**src/rtl/cpu_control_fsm_pkg.sv**
```systemverilog
// Shared definitions for the accumulator CPU sequencer: opcodes, ALU codes, states, fields.
package cpu_control_fsm_pkg;

  localparam logic [3:0] OpNop   = 4'h0;
  localparam logic [3:0] OpLoad  = 4'h1;
  localparam logic [3:0] OpStore = 4'h2;
  localparam logic [3:0] OpJump  = 4'h3;
  localparam logic [3:0] OpJz    = 4'h4;
  localparam logic [3:0] OpSetf  = 4'h5;
  localparam logic [3:0] OpExec  = 4'h6;
  localparam logic [3:0] OpHalt  = 4'h7;

  localparam logic [3:0] AluAdd = 4'h0;
  localparam logic [3:0] AluSub = 4'h1;
  localparam logic [3:0] AluMul = 4'h2;
  localparam logic [3:0] AluDiv = 4'h3;
  localparam logic [3:0] AluAnd = 4'h4;
  localparam logic [3:0] AluOr  = 4'h5;
  localparam logic [3:0] AluXor = 4'h6;
  localparam logic [3:0] AluEq  = 4'h7;

  localparam int unsigned OpcodeMsb  = 15;
  localparam int unsigned OpcodeLsb  = 12;
  localparam int unsigned AddrFieldW = 12;

  typedef enum logic [2:0] {
    StIdle,
    StFetch,
    StDecode,
    StExecute,
    StWriteback,
    StHalted,
    StFault
  } state_e;

  // Opcodes 8-F are reserved and trap to FAULT.
  function automatic logic op_is_legal(logic [3:0] op);
    return !op[3];
  endfunction

endpackage

```
**src/rtl/cpu_control_fsm_pc.sv**
```systemverilog
// Program counter: load, increment with wrap, and a registered one-cycle wrap pulse.
module cpu_control_fsm_pc #(
  parameter int unsigned       AddrW   = 14,
  parameter logic [AddrW-1:0]  ResetPc = '0
) (
  input  logic             clk_i,
  input  logic             rst_ni,
  input  logic             load_i,
  input  logic [AddrW-1:0] load_val_i,
  input  logic             inc_i,
  output logic [AddrW-1:0] pc_o,
  output logic             wrap_o
);

  logic [AddrW-1:0] pc_d, pc_q;
  logic             wrap_d, wrap_q;

  always_comb begin
    pc_d   = pc_q;
    wrap_d = 1'b0;
    if (load_i) begin
      pc_d = load_val_i;
    end else if (inc_i) begin
      pc_d   = pc_q + 1'b1;
      wrap_d = &pc_q;
    end
  end

  always_ff @(posedge clk_i or negedge rst_ni) begin
    if (!rst_ni) begin
      pc_q   <= ResetPc;
      wrap_q <= 1'b0;
    end else begin
      pc_q   <= pc_d;
      wrap_q <= wrap_d;
    end
  end

  assign pc_o   = pc_q;
  assign wrap_o = wrap_q;

endmodule

```
**src/rtl/cpu_control_fsm.sv**
```systemverilog
// Fetch/decode/execute sequencer for the 16-bit accumulator CPU; owns IR, AC, F and the PC.
module cpu_control_fsm
  import cpu_control_fsm_pkg::*;
#(
  parameter int unsigned      AddrW   = 14,
  parameter int unsigned      DataW   = 16,
  parameter logic [AddrW-1:0] ResetPc = '0
) (
  input  logic             clk_i,
  input  logic             rst_ni,
  input  logic             start_i,
  output logic [AddrW-1:0] mem_addr_o,
  output logic [DataW-1:0] mem_wdata_o,
  output logic             mem_we_o,
  input  logic [DataW-1:0] mem_rdata_i,
  output logic [3:0]       alu_op_o,
  output logic [DataW-1:0] alu_a_o,
  output logic [DataW-1:0] alu_b_o,
  input  logic [DataW-1:0] alu_result_i,
  output logic [DataW-1:0] acc_o,
  output logic [AddrW-1:0] pc_o,
  output logic             busy_o,
  output logic             halted_o,
  output logic             fault_o,
  output logic             pc_wrap_o
);

  state_e           state_q;
  logic [DataW-1:0] ir_q;
  logic [DataW-1:0] ac_q;
  logic [3:0]       f_q;

  logic [3:0]       op;
  logic [AddrW-1:0] ir_addr;
  logic [AddrW-1:0] pc;
  logic             pc_load;
  logic [AddrW-1:0] pc_load_val;
  logic             pc_inc;

  assign op      = ir_q[OpcodeMsb:OpcodeLsb];
  assign ir_addr = AddrW'(ir_q[AddrFieldW-1:0]);

  always_comb begin
    pc_load     = 1'b0;
    pc_load_val = ResetPc;
    pc_inc      = 1'b0;
    case (state_q)
      StIdle, StHalted, StFault: pc_load = start_i;
      StDecode:                  pc_inc  = 1'b1;
      StExecute: begin
        pc_load_val = ir_addr;
        pc_load     = (op == OpJump) || ((op == OpJz) && (ac_q == '0));
      end
      default: ;
    endcase
  end

  cpu_control_fsm_pc #(
    .AddrW  (AddrW),
    .ResetPc(ResetPc)
  ) u_pc (
    .clk_i     (clk_i),
    .rst_ni    (rst_ni),
    .load_i    (pc_load),
    .load_val_i(pc_load_val),
    .inc_i     (pc_inc),
    .pc_o      (pc),
    .wrap_o    (pc_wrap_o)
  );

  always_ff @(posedge clk_i or negedge rst_ni) begin
    if (!rst_ni) begin
      state_q <= StIdle;
      ir_q    <= '0;
      ac_q    <= '0;
      f_q     <= AluAdd;
    end else begin
      case (state_q)
        StIdle, StHalted, StFault: if (start_i) state_q <= StFetch;
        StFetch: state_q <= StDecode;
        StDecode: begin
          ir_q    <= mem_rdata_i;
          state_q <= StExecute;
        end
        StExecute: begin
          case (op)
            OpLoad, OpExec: state_q <= StWriteback;
            OpHalt:         state_q <= StHalted;
            OpSetf: begin
              f_q     <= ir_q[3:0];
              state_q <= StFetch;
            end
            default: state_q <= op_is_legal(op) ? StFetch : StFault;
          endcase
        end
        StWriteback: begin
          // Operand word read in EXECUTE arrives on mem_rdata_i in this cycle.
          if ((op == OpExec) && (f_q == AluDiv) && (mem_rdata_i == '0)) begin
            state_q <= StFault;
          end else begin
            ac_q    <= (op == OpLoad) ? mem_rdata_i : alu_result_i;
            state_q <= StFetch;
          end
        end
        default: state_q <= StIdle;
      endcase
    end
  end

  // Decoded straight from state so a reset drops the write strobe without waiting for a clock.
  assign mem_we_o    = (state_q == StExecute) && (op == OpStore);
  assign mem_addr_o  = (state_q == StExecute) ? ir_addr : pc;
  assign mem_wdata_o = ac_q;
  assign alu_op_o    = f_q;
  assign alu_a_o     = ac_q;
  assign alu_b_o     = mem_rdata_i;
  assign acc_o       = ac_q;
  assign pc_o        = pc;
  assign busy_o      = (state_q == StFetch) || (state_q == StDecode) ||
                       (state_q == StExecute) || (state_q == StWriteback);
  assign halted_o    = (state_q == StHalted);
  assign fault_o     = (state_q == StFault);

endmodule
```
**config.mk**
```make
export PLATFORM = sky130hd
export DESIGN_NAME = cpu_control_fsm
export DESIGN_NICKNAME = d
export VERILOG_FILES = /design/src/rtl/cpu_control_fsm_pkg.sv /design/src/rtl/cpu_control_fsm_pc.sv /design/src/rtl/cpu_control_fsm.sv
export SDC_FILE = /design/constraint.sdc
export NUM_CORES = 1
export LEC_CHECK = 0
export ABC_CLOCK_PERIOD_IN_PS = 3700
export CORE_ASPECT_RATIO = 1.1
export CORE_MARGIN = 5
export CORE_UTILIZATION = 47
export DETAILED_ROUTE_END_ITERATION = 12
export HOLD_SLACK_MARGIN = 0.1
export PLACE_DENSITY = 0.86
export RECOVER_POWER = 25
export SLEW_MARGIN = 30
export SYNTH_ARGS = -nofsm -noshare
export SYNTH_HDL_FRONTEND = slang
export SYNTH_SLANG_ARGS = --single-unit
```
**constraint.sdc**
```tcl
create_clock -name clk_i -period 3.7 [get_ports clk_i]
set_input_delay 0.555 -clock clk_i [delete_from_list [all_inputs] [get_ports clk_i]]
set_output_delay 0.555 -clock clk_i [all_outputs]
set_load 0.01 [all_outputs]
```
# Yosys cells after proc, flatten, opt, wreduce, memory -nomap -nowiden
# Cells that the tools add are included.
# totals
wordCells	54
reg_bits	54
output_inout_bits	101
in_bits	35
# classes
add_sub_neg	1
n_eq_ne	15
n_reduce_logical	17
muxes	14
bitwise_logic	1
# ops
operator	count
$mux 14	3
$logic_not 16->1	2
$eq 4x3->1 const B	4
$mux 16	1
$pmux 3 s5	1
$add 14x1->14 const B	1
$reduce_and 14->1	1
$eq 4x2->1 const B	3
$mux 12	1
$eq 3x3->1 const B	3
$mux 3	3
$pmux 3 s3	1
$eq 3x2->1 const B	2
$eq 4x1->1 const B	1
$logic_and 1x1->1	4
$logic_or 1x1->1	4
$reduce_and 2->1	2
$eq 3x1->1 const B	1
$logic_not 3->1	1
$mux 1	3
$reduce_or 3->1	1
$ne 2x2->1 const B	1
$pmux 1 s2	1
$reduce_bool 2->1	1
other kinds (2)	2

# Logic depth before layout (Yosys ltp)
# depth
depth_word	5
mapped_depth	7
depth_no_buf	6

# By module
# Synthesis repeated with hierarchy kept, for this count alone.
# unflattened
hier_cells	319
hier_area_um2	3414.5
# by_module_without_submodules
module	area_per_inst_um2	instances	cells_per_inst	seq_area_each_um2
cpu_control_fsm	2592.5	1	232	975.9
cpu_control_fsm_pc	822.0	1	87	375.4

# Worst setup path before layout
# No wires, ideal clock.
# synth_timing
kind	register to register
startpoint	register ac_q[1], in the netlist acc_o[1]
endpoint	register u_pc.pc_q[4], in the netlist u_pc.pc_o[4]
path_stages_with_launch	7
period_less_slack_ps	1860
path_buffers	1
setup_ps	126
required_time_ps	3574
slack_ps	1840
arrival_ps	1734
cell_sequence	dfrtp_1 or4_4 nor3_2 and3_4 buf_8 o22ai_1 a221o_1
# synth_between
elab_chain_len	5
elab_cells_between_ends	6
classes_between	mux (2); reduce/logical (4)
# synth_lines
element	line_no	source
start, declared	cpu_control_fsm.sv:30	logic [DataW-1:0] ac_q;
start signal, assigned	cpu_control_fsm.sv:101	ac_q <= (op == OpLoad) ? mem_rdata_i : alu_result_i;
$logic_not 16->1 *	cpu_control_fsm.sv:52	pc_load = (op == OpJump) || ((op == OpJz) && (ac_q == '0));
$logic_and 1x1->1 *	cpu_control_fsm.sv:52	
$logic_or 1x1->1 *	cpu_control_fsm.sv:52	
$pmux 1 s2 *	cpu_control_fsm.sv:47	case (state_q)
$mux 14 or $reduce_bool 2->1 (tied branches)	-	
end signal, assigned	cpu_control_fsm_pc.sv:31	pc_q <= ResetPc;
end signal, assigned	cpu_control_fsm_pc.sv:34	pc_q <= pc_d;
end, declared	cpu_control_fsm_pc.sv:15	logic [AddrW-1:0] pc_d, pc_q;
# Every way passes the cells marked *; elsewhere a longest branch is shown, timed or not.
# A chain may end at the register's enable or synchronous reset.

# Final worst setup path
# layout_timing
startpoint	register state_q[1]
endpoint	output mem_we_o
# layout_between
elab_chain_len	2
# layout_lines
element	line_no	source
start, declared	cpu_control_fsm.sv:28	state_e state_q;
start signal, assigned	cpu_control_fsm.sv:73	state_q <= StIdle;
start signal, assigned	cpu_control_fsm.sv:79	StIdle, StHalted, StFault: if (start_i) state_q <= StFetch;
start signal, assigned	cpu_control_fsm.sv:80	StFetch: state_q <= StDecode;
$eq 3x2->1	cpu_control_fsm.sv:111	assign mem_we_o = (state_q == StExecute) && (op == OpStore);
$logic_and 1x1->1	cpu_control_fsm.sv:111	
end, declared	cpu_control_fsm.sv:14	output logic mem_we_o,
# No other way between the ends.

==> results.yml <==
placed_design:
  port_buffers: 135
  dp_slack_ps: 1110
  routabilityCongestion: 0.911
  dp_hpwl_um: 7160
timing:
  fin_crit_sh: 0.788
  drv_slew: 30
  fin_ws_ps: 783
  setup_viol: 0
  timing.fmax_ghz: 0.343
  fin_worst_skew_ps: 7.80
  layout_min_cycle_time_ps: 2920
  max_slew.worst_pin.slew_ps: 1530
  hold_violations: 0
  rsz0062_at_grt: "false"
  tns_ps: 0
  slew-limit-headroom: -0.0218
synthesis:
  synth_top_area_frac: 0.405
  ys_top_cells_by_area: "dfrtp_1, nand2_1, buf_4"
  syn_avg_cell_area_sq_um: 8.64
  ys.flop_type: "dfrtp_1"
  syn_nets: 422
  netlist-cell-type-count: 56
  synth_area_leader_cell: "dfrtp_1"
  yosysSeqAreaShare: 0.405
  ys_async_sr_fraction: 1.00
  synthesis.area_sq_mm: 0.00334
  synth_common_cells: "nand2_1, dfrtp_1, buf_4"
  ys_warn_count: 0
  synth_most_common_cell: "nand2_1"
  syn-instance-count: 386
  synth_edf_count: 0
  ys_ff_latch: 54
clocking:
  cts_buffer_depth: 2
  cts-root-buf: "clkbuf_8"
  cts_hold_buf: 0
  htreeDepth: 2
  cts_tree: "done"
  cts_setup_buffers: 0
  ctsResizeCount: 0
  clock-sinks: 54
  cts_buffers: 5
  path_clk_slew_ps: 100
  clock_latency_ps: 300
detailed_routing:
  highest_layer: "met4"
  drtIter0Drc: 242
  wl_per_cell_um: 17.0
  wl_met2_um: 4920
  via_per_inst: 5.52
  detail-route-antenna-nets: 0
  dr.pass1.iters: 5
  via_count: 3038
  wirelength_um: 9330
  dr_wl_met3_um: 454
  drc: 0
  wl_met1_um: 3800
global_routing:
  grt_start_max_net_pins: 38
  grt_pass1_vias: 2991
  grt.total_usage: 0.206
  antenna_found_initial: 0
  grt_pass1_wl_um: 15200
  gr-total-overflow: 0
power_and_ir_drop:
  p_sw_frac: 0.423
  ir_drop_mv: 0.512
  intPower_uw: 2000
  seqPwrFrac: 0.344
  powerDensity_mw_per_mm2: 779
  combPwrFrac: 0.566
  pwr-share-clk: 0.090
  leakagePower_uw: 0.00188
  switchingPower_uw: 1460
worst_setup_path:
  start_kind: "register"
  worst_setup_path_end_kind: "output port"
  cp.required_ps: 3140
  worstPathArrival_ps: 2360
  worstPathMaxFanout: 17
  criticalPathCategory: "reg -> out"
run:
  cap_viol_max_count: 1
layout:
  drive_above_1_share: 0.0538
  diodes: 0
  final_nets: 501
  syn2layout_area_growth_pct: 33.0
die:
  rows: 32
  die_x_um: 90.3
  dieArea_sq_mm: 0.00888
  boundaryPins: 136
  die_h_um: 98.4
  initial_core_util: 0.479
  core_area_sq_mm: 0.00697
outcome:
  status: "finished, violations left"
  violations: "max-capacitance violations, max-slew violations"
min_path:
  hold_path.class: "in -> async"
-- cell usage in the layout, fill, tap and decap left out, types with 4 or more instances in the layout --
cell	n
nor4_1	9
nor3_1	12
nand2_1	108
o22ai_1	4
dfrtp_1	54
o21ai_1	11
mux2_2	4
nor2_1	15
inv_1	5
clkdlybuf4s50_1	134
and3_1	5
clkbuf_8	5
mux2i_1	18
o21ai_0	10
nand3_1	4
a221o_1	8
-- per-layer routing --
metal	vias up	track usage
met4	0	0.0596
met3	14	0.0223
met1	1457	0.267
li1	1433	-
met5	-	0
met2	134	0.364
-- power groups by stage --
stage          clock network [uW]  logic [uW]  registers [uW]
4_1_cts                       320        1970            1180
2_1_floorplan                   0        1190            1120
3_3_place_gp                    0        1900            1180
6_report                      311        1960            1190
5_1_grt                       348        2120            1230
3_5_place_dp                    0        1960            1190
-- area by class of cell --
cell class	instances	area, sq um
Fill cell	616	2530
Timing Repair Buffer	140	1380
Tap cell	85	106
Sequential cell	54	1350
Clock inverter	2	10.0
Clock buffer	5	68.8
Inverter	5	18.8
Multi-Input combinational cell	259	1500
-- critical path, cell delays in order, from the launching register on --
cell	delay (ps)
dfrtp_1	610
and3b_1	640
and4b_1	280
clkdlybuf4s50_1	550
-- final timing paths --
path,from,endpoint,slack (ps),depth (start not counted)
max,state_q[1],mem_we_o,780,3
min,rst_ni,acc_o[8],190,1
max reg2reg,state_q[1],u_pc.pc_o[4],1310,5
min reg2reg,ir_q[11],ir_q[11],510,2
max in group asynchronous,rst_ni,ir_q[7],1060,3
min in group clk_i,ir_q[11],ir_q[11],510,2
-- sequential cells by signal, indices dropped and copies added, names as in the netlist --
| name | count |
|---|---|
| acc_o | 16 |
| state_q | 3 |
| alu_op_o | 4 |
| u_pc.pc_o | 14 |
| ir_q | 16 |
| u_pc.wrap_o | 1 |
-- through the flow --
stage                     std cells  utilization  hold slack [ps]  total power, uW  instance area (sq um)
after floorplan                 386            -              259             2310                   3340
after global routing            550        0.637              215             3700                   4440
final                           550        0.637              190             3460                   4440
after detailed placement        541        0.624              492             3150                   4350
after global placement          541        0.624              484             3080                   4350
after CTS                       548        0.635              372             3470                   4420
-- kinds of logic after synthesis --
group / share of synthesized area
AOI/OAI and AO/OA: 0.0945
muxes: 0.0675
adders and majority gates: 0.00375
DFF: 0.405
and+or+nand+nor: 0.267
buffers and inverters: 0.146
xor gates and xnor gates: 0.0158
Power figures use the tool's default switching activity.
